File: src/rtl/fsm_pkg.sv
// Shared definitions for the serializer feeding the 1001 sequence detector:
// FSM state encodings and the bit-counter width helper.
package fsm_pkg;

  typedef enum logic {
    ST_IDLE  = 1'b0,
    ST_SHIFT = 1'b1
  } state_e;

  // The counter must hold WIDTH-1, so it needs clog2(WIDTH) bits (at least one).
  function automatic int cnt_width(input int width);
    return (width <= 2) ? 1 : $clog2(width);
  endfunction

endpackage

File: src/rtl/ser_hold_buf.sv
// One-entry holding register for the serializer: captures a word accepted
// mid-frame and hands it to the shift register at the next word boundary.
module ser_hold_buf
  import fsm_pkg::*;
#(
  parameter int WIDTH = 8
) (
  input  logic             clk,
  input  logic             rst_n,
  input  logic             push,
  input  logic             pop,
  input  logic [WIDTH-1:0] push_data,
  output logic [WIDTH-1:0] hold_data,
  output logic             hold_full,
  output logic             load_ready
);

  logic             hold_full_q, hold_full_d;
  logic [WIDTH-1:0] hold_data_q, hold_data_d;

  // push only happens while empty and pop only while full, so they never collide
  always_comb begin
    hold_full_d = hold_full_q;
    hold_data_d = hold_data_q;
    if (pop) begin
      hold_full_d = 1'b0;
    end
    if (push) begin
      hold_full_d = 1'b1;
      hold_data_d = push_data;
    end
  end

  always_ff @(posedge clk or negedge rst_n) begin
    if (!rst_n) begin
      hold_full_q <= 1'b0;
      hold_data_q <= '0;
    end else begin
      hold_full_q <= hold_full_d;
      hold_data_q <= hold_data_d;
    end
  end

  assign hold_data  = hold_data_q;
  assign hold_full  = hold_full_q;
  assign load_ready = !hold_full_q;

endmodule

File: src/rtl/seq_serializer.sv
// Parallel-to-serial stage driving the 1001 detector's serial input; a hold
// buffer lets consecutive words stream with no idle bit between them.
module seq_serializer
  import fsm_pkg::*;
#(
  parameter int WIDTH     = 8,
  parameter bit MSB_FIRST = 1'b1
) (
  input  logic             clk,
  input  logic             rst_n,
  input  logic [WIDTH-1:0] din,
  input  logic             load_valid,
  output logic             load_ready,
  input  logic             bit_en,
  output logic             out,
  output logic             out_valid,
  output logic             busy
);

  localparam int               CNT_W    = cnt_width(WIDTH);
  localparam logic [CNT_W-1:0] CNT_LAST = CNT_W'(WIDTH - 1);

  state_e           state_q, state_d;
  logic [WIDTH-1:0] sr_q, sr_d;
  logic [CNT_W-1:0] cnt_q, cnt_d;
  logic             accept;
  logic             push;
  logic             pop;
  logic             hold_full;
  logic [WIDTH-1:0] hold_data;

  assign accept = load_valid && load_ready;

  ser_hold_buf #(
    .WIDTH(WIDTH)
  ) u_hold (
    .clk       (clk),
    .rst_n     (rst_n),
    .push      (push),
    .pop       (pop),
    .push_data (din),
    .hold_data (hold_data),
    .hold_full (hold_full),
    .load_ready(load_ready)
  );

  always_comb begin
    state_d = state_q;
    sr_d    = sr_q;
    cnt_d   = cnt_q;
    push    = 1'b0;
    pop     = 1'b0;
    case (state_q)
      ST_IDLE: begin
        if (accept) begin
          sr_d    = din;
          cnt_d   = CNT_LAST;
          state_d = ST_SHIFT;
        end
      end
      ST_SHIFT: begin
        push = accept;
        if (bit_en) begin
          if (cnt_q != '0) begin
            sr_d  = MSB_FIRST ? (sr_q << 1) : (sr_q >> 1);
            cnt_d = cnt_q - 1'b1;
          end else if (hold_full) begin
            sr_d  = hold_data;
            cnt_d = CNT_LAST;
            pop   = 1'b1;
          end else if (accept) begin
            // A word offered exactly on the boundary bypasses the hold buffer
            sr_d  = din;
            cnt_d = CNT_LAST;
            push  = 1'b0;
          end else begin
            sr_d    = '0;
            state_d = ST_IDLE;
          end
        end
      end
      default: state_d = ST_IDLE;
    endcase
  end

  always_ff @(posedge clk or negedge rst_n) begin
    if (!rst_n) begin
      state_q <= ST_IDLE;
      sr_q    <= '0;
      cnt_q   <= '0;
    end else begin
      state_q <= state_d;
      sr_q    <= sr_d;
      cnt_q   <= cnt_d;
    end
  end

  // Idle padding is forced to 0 so the detector never sees a fabricated 1
  assign out       = (state_q == ST_SHIFT) && (MSB_FIRST ? sr_q[WIDTH-1] : sr_q[0]);
  assign out_valid = (state_q == ST_SHIFT);
  assign busy      = (state_q == ST_SHIFT) || hold_full;

endmodule

File: config.mk
export PLATFORM = sky130hd
export DESIGN_NAME = seq_serializer
export DESIGN_NICKNAME = d
export VERILOG_FILES = /design/src/rtl/fsm_pkg.sv /design/src/rtl/ser_hold_buf.sv /design/src/rtl/seq_serializer.sv
export SDC_FILE = /design/constraint.sdc
export NUM_CORES = 1
export LEC_CHECK = 0
export CORE_MARGIN = 10
export CORE_UTILIZATION = 45
export DETAILED_ROUTE_END_ITERATION = 7
export MAX_ROUTING_LAYER = met4
export PLACE_DENSITY = 0.68
export SLEW_MARGIN = 20
export SYNTH_ARGS = -nofsm -noshare
export SYNTH_HDL_FRONTEND = slang
export SYNTH_SLANG_ARGS = --single-unit
File: constraint.sdc
create_clock -name clk -period 1.6 [get_ports clk]
set_input_delay 0.24 -clock clk [delete_from_list [all_inputs] [get_ports clk]]
set_output_delay 0.24 -clock clk [all_outputs]
set_load 0.1 [all_outputs]
==> results.py, run 1 <==
metrics = {
    "final_layout": {
        "multi_input_area_sq_um": 605.6,
        "final_util_pct": 65.04,
        "filler_cell_count": 197,
        "final_common_cell": "buf_4",
        "nets": 162,
        "final_cell_mix": "buf_4 (23), dfrtp_1 (19), clkdlybuf4s50_1 (11), o21ai_1 (10), nor2_1 (10)",
        "drive_above_1_share_pct": 37.41,
        "antenna_cells": 0,
        "areaGrowthSynthToFinish_pct": 39.00,
        "ff_latch_area_sq_um": 530.5,
    },
    "detailed_routing": {
        "drtAntennaViolNets": 0,
        "drt_wl_total_um": 3097,
        "drc": 0,
        "vias": 1010,
        "first_pass_iters": 4,
        "drtIter0Drc": 59,
        "wl_per_cell_um": 17.50,
        "routed_via_density": 5.706,
    },
    "status": {
        "status": "completed",
    },
    "placed_design": {
        "hpwlAfterDp_um": 1919,
        "finalWeightedCongestion": 0.8187,
        "port_buffers": 15,
    },
    "synth": {
        "synth_compound_area_share_pct": 21.90,
        "yosysTopAreaCell": "dfrtp_1",
        "ys_ff_latch": 21,
        "synthAdderAreaFrac_pct": 2.179,
        "yosysSeqAreaShare_pct": 45.75,
        "synth.mux.area_fraction_pct": 10.46,
        "synth_area_leaders": "dfrtp_1 (46%), mux2_4 (10%), a221oi_1 (5.3%)",
        "syn_nets": 124,
        "yosys.area.top_type_share_pct": 45.75,
        "synthCells": 110,
        "synthXorXnorAreaFrac_pct": 0,
        "syn_area_sq_mm": 0.001149,
        "synth-simple-area-share_pct": 13.94,
        "yosysWarnings": 0,
        "synth.avg_cell_area_sq_um": 10.44,
        "synth_top_family_by_area": "compound AO/OA/AOI/OAI gates",
        "synth_cell_types": 28,
    },
    "worst_setup_path": {
        "cp-end-kind": "output pin",
        "r2r_setup_slack_ps": 20,
        "crit_path_max_fanout": 6,
        "worstSetupPathType": "flop to output pin",
        "critPathRequiredTime_ps": 1360,
        "r2r_start": "cnt_q[1]",
        "setup.worst_path.start_class": "flop",
        "rr_endpoint": "u_hold.hold_data[0]",
        "ff2ff_path_depth": 6,
        "cp.arrival_ps": 1350,
    },
    "timing": {
        "period_share_pct": 99.40,
        "fin_skew_ps": 3.320,
        "final.setup.tns_ps": 0,
        "hold-worst-slack_ps": 272.7,
        "period_needed_ps": 1590,
        "worst_pin_slew_ps": 326.3,
        "rsz0062_at_grt": "yes",
        "slew_viol_final": 0,
        "finalHoldViolCount": 0,
        "setup_viol": 0,
        "fmax_mhz": 628.8,
        "max_slew_margin_pct": 78.24,
    },
    "clock_network": {
        "clkTransAtPathRegs_ps": 120,
        "cts.sinks": 21,
        "numCtsBuffers": 3,
        "cts_tree": "done",
        "cts_max_level": 1,
        "clockBufferDepth": 2,
        "clk_latency_ps": 300,
        "root_buffer": "clkbuf_4",
    },
    "global_routing": {
        "grt_usage_pct": 12.18,
        "grt_max_degree": 22,
        "grt_pass1_wl_um": 4905,
        "antenna_found_initial": 0,
        "grt_pass1_vias": 1029,
        "overflow": 0,
    },
    "floorplan": {
        "die_h_um": 70.52,
        "core_sq_mm": 0.002455,
        "die_w_um": 70.52,
        "io_pins": 16,
        "start_util_pct": 46.79,
        "die_area_sq_mm": 0.004973,
        "rows": 18,
    },
    "power_and_ir_drop": {
        "p_leak_nw": 0.6844,
        "totalPowerFinal_w": 0.002744,
        "power_density_mw_per_mm2": 1719,
        "max-vdd-ir-drop_mv": 1.136,
    },
    "worst_hold_path": {
        "hold_class": "input pin to asynchronous set/reset pin",
    },
    "flow_run": {
        "maxCapViolations": 0,
    },
}
cells by family (layout without fill, tap and decap cells):
group,count (synthesis),count (layout)
mux,8,8
simple gates,30,31
buf+inv,11,47
compound gates,38,38
fa+ha+maj,2,2
flops,21,21
critical path, cell delays in order, from the launching register on:
cell and delay (ps):
dfrtp_2 470, buf_6 150, or2_4 250, buf_12 160
flip-flops by register name, summed over array words and instances, names as in the netlist:
name,count
out_valid,1
sr_q,8
u_hold.hold_data,8
u_hold.hold_full,1
cnt_q,3
routing by layer:
layer | track usage (%) | routed length (um) | vias up
met1 | 15.41 | 1454 | 501
li1 | - | - | 476
met3 | 2.401 | 132 | 6
met5 | - | 0 | -
met2 | 18.76 | 1475 | 27
met4 | 4.167 | 34 | 0
worst max-delay path by stage:
stage	start	end	slack [ps]	cells past startpoint
finish	u_hold.hold_full	busy	10	3
global route	cnt_q[0]	u_hold.hold_data[0]	-50	6
CTS	out_valid	busy	-5	3
detailed placement	load_valid	sr_q[0]	-120	6
global placement	load_valid	sr_q[0]	-80	6
floorplan	cnt_q[0]	u_hold.hold_data[0]	30	7
stage by stage:
step	worst slack (ps)	area, sq um	std cells
6_report	9.558	1597	177
5_1_grt	-53.92	1597	177
4_1_cts	-4.721	1515	169
3_5_place_dp	-116.7	1428	160
3_3_place_gp	-84.84	1428	160
2_1_floorplan	28.25	1157	110
synthesized netlist by cell type (all sizes together):
cell and count:
nand4 2, mux2 8, or2 1, a31oi 2, ha 2, nor2b 1
buf 5, nand2b 2, inv 3, a221oi 7, o22a 1, o21ai 11
dfrtp 21, and2 2, clkbuf 3, and2b 1, o31ai 1, a21oi 9
nand2 8, or3b 1, a2bb2oi 7, and3 1, nand3 1, nor2 10
final cells by class:
class / count / share of cell area, %
multi-input combinational: 79 / 37.93
tap: 30 / 2.351
timing repair buffer: 40 / 24.14
sequential: 21 / 33.23
inverter: 3 / 0.7053
clock buffer: 4 / 1.646
repair_timing:
| action | 4_1_cts | 5_1_grt |
|---|---|---|
| gates resized for setup | 7 | 11 |
| hold endpoints to repair | 0 | 0 |
| hold buffers | 0 | 0 |
| setup buffers | 6 | 7 |
| cloned | 0 | 1 |
| setup endpoints to repair | 16 | 17 |
| pin swaps | 1 | 3 |
where the power goes:
part           switching [W]  internal, W  leakage (nW)
Combinational       0.000754     0.000804         0.436
Sequential          0.000160     0.000768         0.233
Clock               0.000160    0.0000972        0.0150
Total                0.00107      0.00167         0.684
Note: power is estimated with default switching activity, not from simulation.
==> run 2, diff against run 1 <==
--- a/config.mk
+++ b/config.mk
@@ -7,9 +7,10 @@
 export LEC_CHECK = 0
 export CORE_MARGIN = 10
 export CORE_UTILIZATION = 45
+export CTS_BUF_LIST = sky130_fd_sc_hd__clkbuf_2
 export DETAILED_ROUTE_END_ITERATION = 7
 export MAX_ROUTING_LAYER = met4
-export PLACE_DENSITY = 0.68
+export PLACE_DENSITY = 0.66
 export SLEW_MARGIN = 20
 export SYNTH_ARGS = -nofsm -noshare
 export SYNTH_HDL_FRONTEND = slang
==> constraint.sdc (replaced) <==
create_clock -name clk -period 1.5 [get_ports clk]
set_input_delay 0.225 -clock clk [delete_from_list [all_inputs] [get_ports clk]]
set_output_delay 0.225 -clock clk [all_outputs]
set_load 0.1 [all_outputs]
==> results.py, run 2 (same netlist as run 1, synthesis figures left out) <==
metrics = {
    "status": {
        "status": "finished with violations",
        "failed_checks": "setup timing",
    },
    "global_routing": {
        "antenna_found_initial": 0,
        "grt_pass1_vias": 997,
        "grt_max_degree": 22,
        "overflow": 0,
        "grt_pass1_wl_um": 4850,
        "grt_usage_pct": 12.17,
    },
    "floorplan": {
        "io_pins": 16,
        "rows": 18,
        "core_sq_mm": 0.002455,
        "die_area_sq_mm": 0.004973,
        "die_h_um": 70.52,
        "die_w_um": 70.52,
        "start_util_pct": 46.79,
    },
    "worst_setup_path": {
        "cp.arrival_ps": 1880,
        "setup.worst_path.start_class": "flop",
        "cp-end-kind": "flop",
        "worstSetupPathType": "flop to flop",
        "rr_endpoint": "u_hold.hold_data[1]",
        "r2r_start": "cnt_q[1]",
        "crit_path_max_fanout": 8,
        "r2r_setup_slack_ps": -140,
        "crit_start": "cnt_q[1]",
        "ff2ff_path_depth": 6,
        "critPathRequiredTime_ps": 1740,
        "endpoint": "u_hold.hold_data[1]",
    },
    "clock_network": {
        "cts.sinks": 21,
        "root_buffer": "clkbuf_2",
        "clk_latency_ps": 330,
        "cts_max_level": 1,
        "clockBufferDepth": 2,
        "cts_tree": "done",
        "clkTransAtPathRegs_ps": 200,
        "numCtsBuffers": 3,
    },
    "detailed_routing": {
        "wl_per_cell_um": 17.69,
        "drc": 0,
        "routed_via_density": 5.680,
        "drtIter0Drc": 44,
        "vias": 1011,
        "drt_wl_total_um": 3149,
        "drtAntennaViolNets": 0,
        "first_pass_iters": 4,
    },
    "power_and_ir_drop": {
        "p_comb_share_pct": 59.0,
        "max-vdd-ir-drop_mv": 1.612,
        "p_int_w": 0.001819,
        "power_density_mw_per_mm2": 1833,
        "p_leak_nw": 0.7168,
        "seqPwrFrac_pct": 32.8,
        "power_switching_w": 0.001205,
        "power_switching_share_pct": 39.85,
        "clock_power_share_pct": 8.3,
    },
    "timing": {
        "rsz0062_at_grt": "yes",
        "max_slew_margin_pct": 81.15,
        "fmax_mhz": 610.9,
        "period_needed_ps": 1637,
        "slew_viol_final": 0,
        "setup_viol": 13,
        "finalHoldViolCount": 0,
        "period_share_pct": 109.1,
        "setup_ws_ps": -136.9,
        "worst_pin_slew_ps": 282.8,
        "fin_skew_ps": 3.523,
    },
    "placed_design": {
        "finalWeightedCongestion": 0.8431,
        "dp_cells": 162,
        "port_buffers": 15,
        "hpwlAfterDp_um": 1994,
        "dp_slack_ps": -205.5,
    },
    "final_layout": {
        "multi_input_area_sq_um": 644.4,
        "antenna_cells": 0,
        "areaGrowthSynthToFinish_pct": 43.57,
        "filler_cell_count": 195,
        "final_common_cell": "buf_4",
        "ff_latch_area_sq_um": 529.3,
        "drive_above_1_share_pct": 43.24,
        "nets": 163,
        "final_cell_mix": "buf_4 (21), dfrtp_1 (20), clkdlybuf4s50_1 (11), nor2_1 (10), a21oi_1 (9)",
        "final_cell_count_no_fill": 178,
    },
    "flow_run": {
        "maxCapViolations": 0,
    },
    "worst_hold_path": {
        "hold_class": "input pin to asynchronous set/reset pin",
    },
}
-- run 2: cell count changes in the layout (fill, tap and decap cells not counted), moves of 2 or more --
cell,before,now
a221oi_1,7,3
a221oi_2,0,4
buf_4,23,21
buf_6,2,5
clkbuf_2,0,4
clkbuf_4,3,0
o21ai_1,10,7
o21ai_2,0,3
-- run 2: repair_timing --
action | CTS | global route
pin swaps | 3 | 3
gates cloned | 0 | 1
resized for setup | 6 | 19
hold buffers | 0 | 0
hold endpoints to repair | 0 | 0
endpoints found under the setup margin | 17 | 20
setup buffers | 6 | 6
-- run 2: layout make-up --
| class | count | share of cell area, % |
|---|---|---|
| multi-input cells | 79 | 39.07 |
| flip-flops and latches | 21 | 32.09 |
| repair buffers | 41 | 24.51 |
| well taps | 30 | 2.276 |
| clock buffers | 4 | 1.214 |
| inverters | 3 | 0.8346 |
-- run 2: worst min path at each step --
stage,slack [ps],startpoint,to
6_report,210,rst_n,cnt_q[2]
5_1_grt,210,rst_n,cnt_q[2]
4_1_cts,210,rst_n,sr_q[4]
3_5_place_dp,500,u_hold.hold_data[4],u_hold.hold_data[4]
3_3_place_gp,500,u_hold.hold_data[6],u_hold.hold_data[6]
2_1_floorplan,-70,rst_n,cnt_q[0]
-- run 2: worst max-delay path, stage by stage, from the launching register on --
cell and delay (ps):
dfrtp_1 430, inv_2 70, ha_4 170, and2b_1 180, nand2_2 80, and3_4 300
mux2_4 320
-- run 2: through the flow --
stage	TNS (ps)	util, %	hold WS [ps]	total power [W]	area (sq um)
final	-1241	67.18	209.8	0.003023	1649
after global routing	-2404	67.18	209.4	0.003217	1649
after CTS	-784.9	62.95	210.1	0.002822	1545
after detailed placement	-3131	59.28	496.5	0.002453	1455
after global placement	-2733	59.28	500.9	0.002413	1455
after floorplan	-5.010	-	-70.59	0.001977	1174
-- run 2: layer usage --
layer / track usage (%) / routed length [um] / up-vias
li1: - / - / 481
met1: 15.28 / 1436 / 507
met2: 18.66 / 1587 / 21
met3: 3.672 / 111 / 2
met4: 2.632 / 13 / 0
met5: - / 0 / -
-- run 2: power groups by stage --
stage | clock, W | sequential (W) | combinational, W
4_1_cts | 0.000257 | 0.000966 | 0.00160
3_3_place_gp | 0 | 0.000976 | 0.00144
3_5_place_dp | 0 | 0.000980 | 0.00147
5_1_grt | 0.000285 | 0.00102 | 0.00191
2_1_floorplan | 0 | 0.00100 | 0.000972
6_report | 0.000250 | 0.000991 | 0.00178
==> run 3, diff against run 2 <==
--- a/config.mk
+++ b/config.mk
@@ -5,6 +5,7 @@
 export SDC_FILE = /design/constraint.sdc
 export NUM_CORES = 1
 export LEC_CHECK = 0
+export CAP_MARGIN = 20
 export CORE_MARGIN = 10
 export CORE_UTILIZATION = 45
 export CTS_BUF_LIST = sky130_fd_sc_hd__clkbuf_2
==> constraint.sdc (replaced) <==
create_clock -name clk -period 1.5 [get_ports clk]
set_input_delay 0.225 -clock clk [delete_from_list [all_inputs] [get_ports clk]]
set_output_delay 0.225 -clock clk [all_outputs]
set_load 0.05 [all_outputs]
==> results.py, run 3 (same netlist as run 1, synthesis figures left out) <==
metrics = {
    "final_layout": {
        "final_util_pct": 70.13,
        "filler_cell_count": 180,
        "drive_above_1_share_pct": 44.81,
        "nets": 169,
        "final_cell_count_no_fill": 184,
        "final_common_cell": "buf_4",
        "final_area_sq_mm": 0.001722,
        "final_cell_mix": "buf_4 (27), dfrtp_1 (20), clkdlybuf4s50_1 (11), nor2_1 (10)",
        "antenna_cells": 0,
        "areaGrowthSynthToFinish_pct": 49.89,
    },
    "worst_setup_path": {
        "cp.arrival_ps": 1840,
        "critPathRequiredTime_ps": 1750,
        "path_cells": "inv_2 -> ha_4 -> and2b_1 -> nand2_2 -> and3_4 -> mux2_4",
        "worst_path_dominant_cell_family": "simple AND/OR/NAND/NOR gates",
        "crit_path_max_fanout": 8,
        "cp_num_buf_inv": 1,
        "setup.worst_path.start_class": "flop",
        "cp-end-kind": "flop",
        "worstSetupPathType": "flop to flop",
        "slowest_stage": "dfrtp_1",
        "critPathMaxStageDelay_ps": 420,
    },
    "global_routing": {
        "gr-usage-met2_pct": 17.27,
        "antenna_found_initial": 0,
        "grt_usage_pct": 11.55,
        "grt_max_degree": 22,
        "grt_pass1_wl_um": 4692,
        "met3_usage_pct": 3.107,
        "busiest_layer": "met2",
        "use_met1_pct": 15.35,
        "grt_pass1_vias": 980,
        "overflow": 0,
    },
    "placed_design": {
        "dp_cells": 164,
        "finalWeightedCongestion": 0.7990,
        "hpwlAfterDp_um": 2028,
        "placed_area_sq_mm": 0.001476,
        "port_buffers": 15,
        "dp_slack_ps": -203.5,
    },
    "floorplan": {
        "rows": 18,
        "die_area_sq_mm": 0.004973,
        "core_sq_mm": 0.002455,
        "die_w_um": 70.52,
        "io_pins": 16,
        "start_util_pct": 46.79,
        "die_h_um": 70.52,
    },
    "timing": {
        "rsz0062_at_grt": "yes",
        "slew_viol_final": 0,
        "period_needed_ps": 1591,
        "finalHoldViolCount": 0,
        "setup_viol": 10,
        "max_slew_margin_pct": 81.00,
        "period_share_pct": 106.1,
        "fin_skew_ps": 15.43,
        "setup_ws_ps": -91.49,
        "worst_pin_slew_ps": 285.0,
        "fmax_mhz": 628.3,
    },
    "clock_network": {
        "cts.sinks": 21,
        "clkTransAtPathRegs_ps": 220,
        "numCtsBuffers": 3,
        "postCtsHoldBufs": 0,
        "root_buffer": "clkbuf_2",
        "clockBufferDepth": 2,
        "cts_max_level": 1,
        "clk_latency_ps": 340,
        "cts_tree": "done",
    },
    "detailed_routing": {
        "drtIter0Drc": 104,
        "vias": 1013,
        "drt_wl_total_um": 3238,
        "drtAntennaViolNets": 0,
        "routed_via_density": 5.505,
        "drc": 0,
        "first_pass_iters": 4,
        "wl_per_cell_um": 17.60,
    },
    "worst_hold_path": {
        "hold_class": "input pin to asynchronous set/reset pin",
    },
    "power_and_ir_drop": {
        "max-vdd-ir-drop_mv": 1.026,
        "power_density_mw_per_mm2": 1730,
        "totalPowerFinal_w": 0.002979,
        "p_leak_nw": 0.7548,
    },
    "status": {
        "status": "finished with violations",
        "failed_checks": "setup timing",
    },
    "flow_run": {
        "maxCapViolations": 0,
    },
}
==> run 3: cell types whose count changed in the layout (fill, tap and decap cells not counted), sizes merged <==
cell and change:
clkbuf +1, buf +5
==> run 3: final cells by class <==
| class | instances | area (sq um) | area share [%] |
|---|---|---|---|
| inverters | 3 | 11.26 | 0.6541 |
| flip-flops and latches | 21 | 526.8 | 30.60 |
| multi-input cells | 79 | 650.6 | 37.79 |
| well taps | 30 | 37.54 | 2.180 |
| repair buffers | 47 | 475.5 | 27.62 |
| clock buffers | 4 | 20.02 | 1.163 |
==> run 3: path summary, 6_finish.rpt <==
kind / start / endpoint / slack [ps] / cells after the start
worst min register to register: u_hold.hold_data[0] / u_hold.hold_data[0] / 540 / 1
worst min-delay path: rst_n / cnt_q[0] / 190 / 2
worst max register to register: cnt_q[1] / u_hold.hold_data[2] / -90 / 6
max in group asynchronous: rst_n / out_valid / 1060 / 2
worst max-delay path: cnt_q[1] / u_hold.hold_data[2] / -90 / 6
min in group clk: din[0] / sr_q[0] / 470 / 3
==> run 3: power breakdown <==
part	switching, W	leakage [nW]	internal [W]
clock network	0.000186	0.0166	0.0000705
logic	0.000754	0.505	0.000984
registers	0.000172	0.233	0.000813
==> run 3: routing by layer <==
metal  routed length [um]  vias to the layer above
met4                    9                        0
met1                 1582                      497
met2                 1546                       21
met3                   99                        3
li1                     -                      492
met5                    0                        -
==> run 3: repair_timing <==
action / in CTS / in global routing
setup buffers: 5 / 9
cloned: 0 / 2
setup endpoints to repair: 16 / 18
gates resized for setup: 14 / 10
pin swaps: 8 / 4
==> run 3: stage by stage <==
| step | TNS [ps] | hold slack (ps) |
|---|---|---|
| 6_report | -711.1 | 188.3 |
| 5_1_grt | -1526 | 201.2 |
| 4_1_cts | -789.1 | 214.5 |
| 3_5_place_dp | -2578 | 496.5 |
| 3_3_place_gp | -2198 | 492.7 |
| 2_1_floorplan | 0 | -70.59 |
==> run 3: worst reg2reg max path: cells and delay by family, from the launching register on <==
kind                     cells  cell delay, ps
flip-flops                   1             420
multiplexers                 1             320
buffers and inverters        1              60
AND/OR/NAND/NOR              3             530
adder cells (fa/ha/maj)      1             160
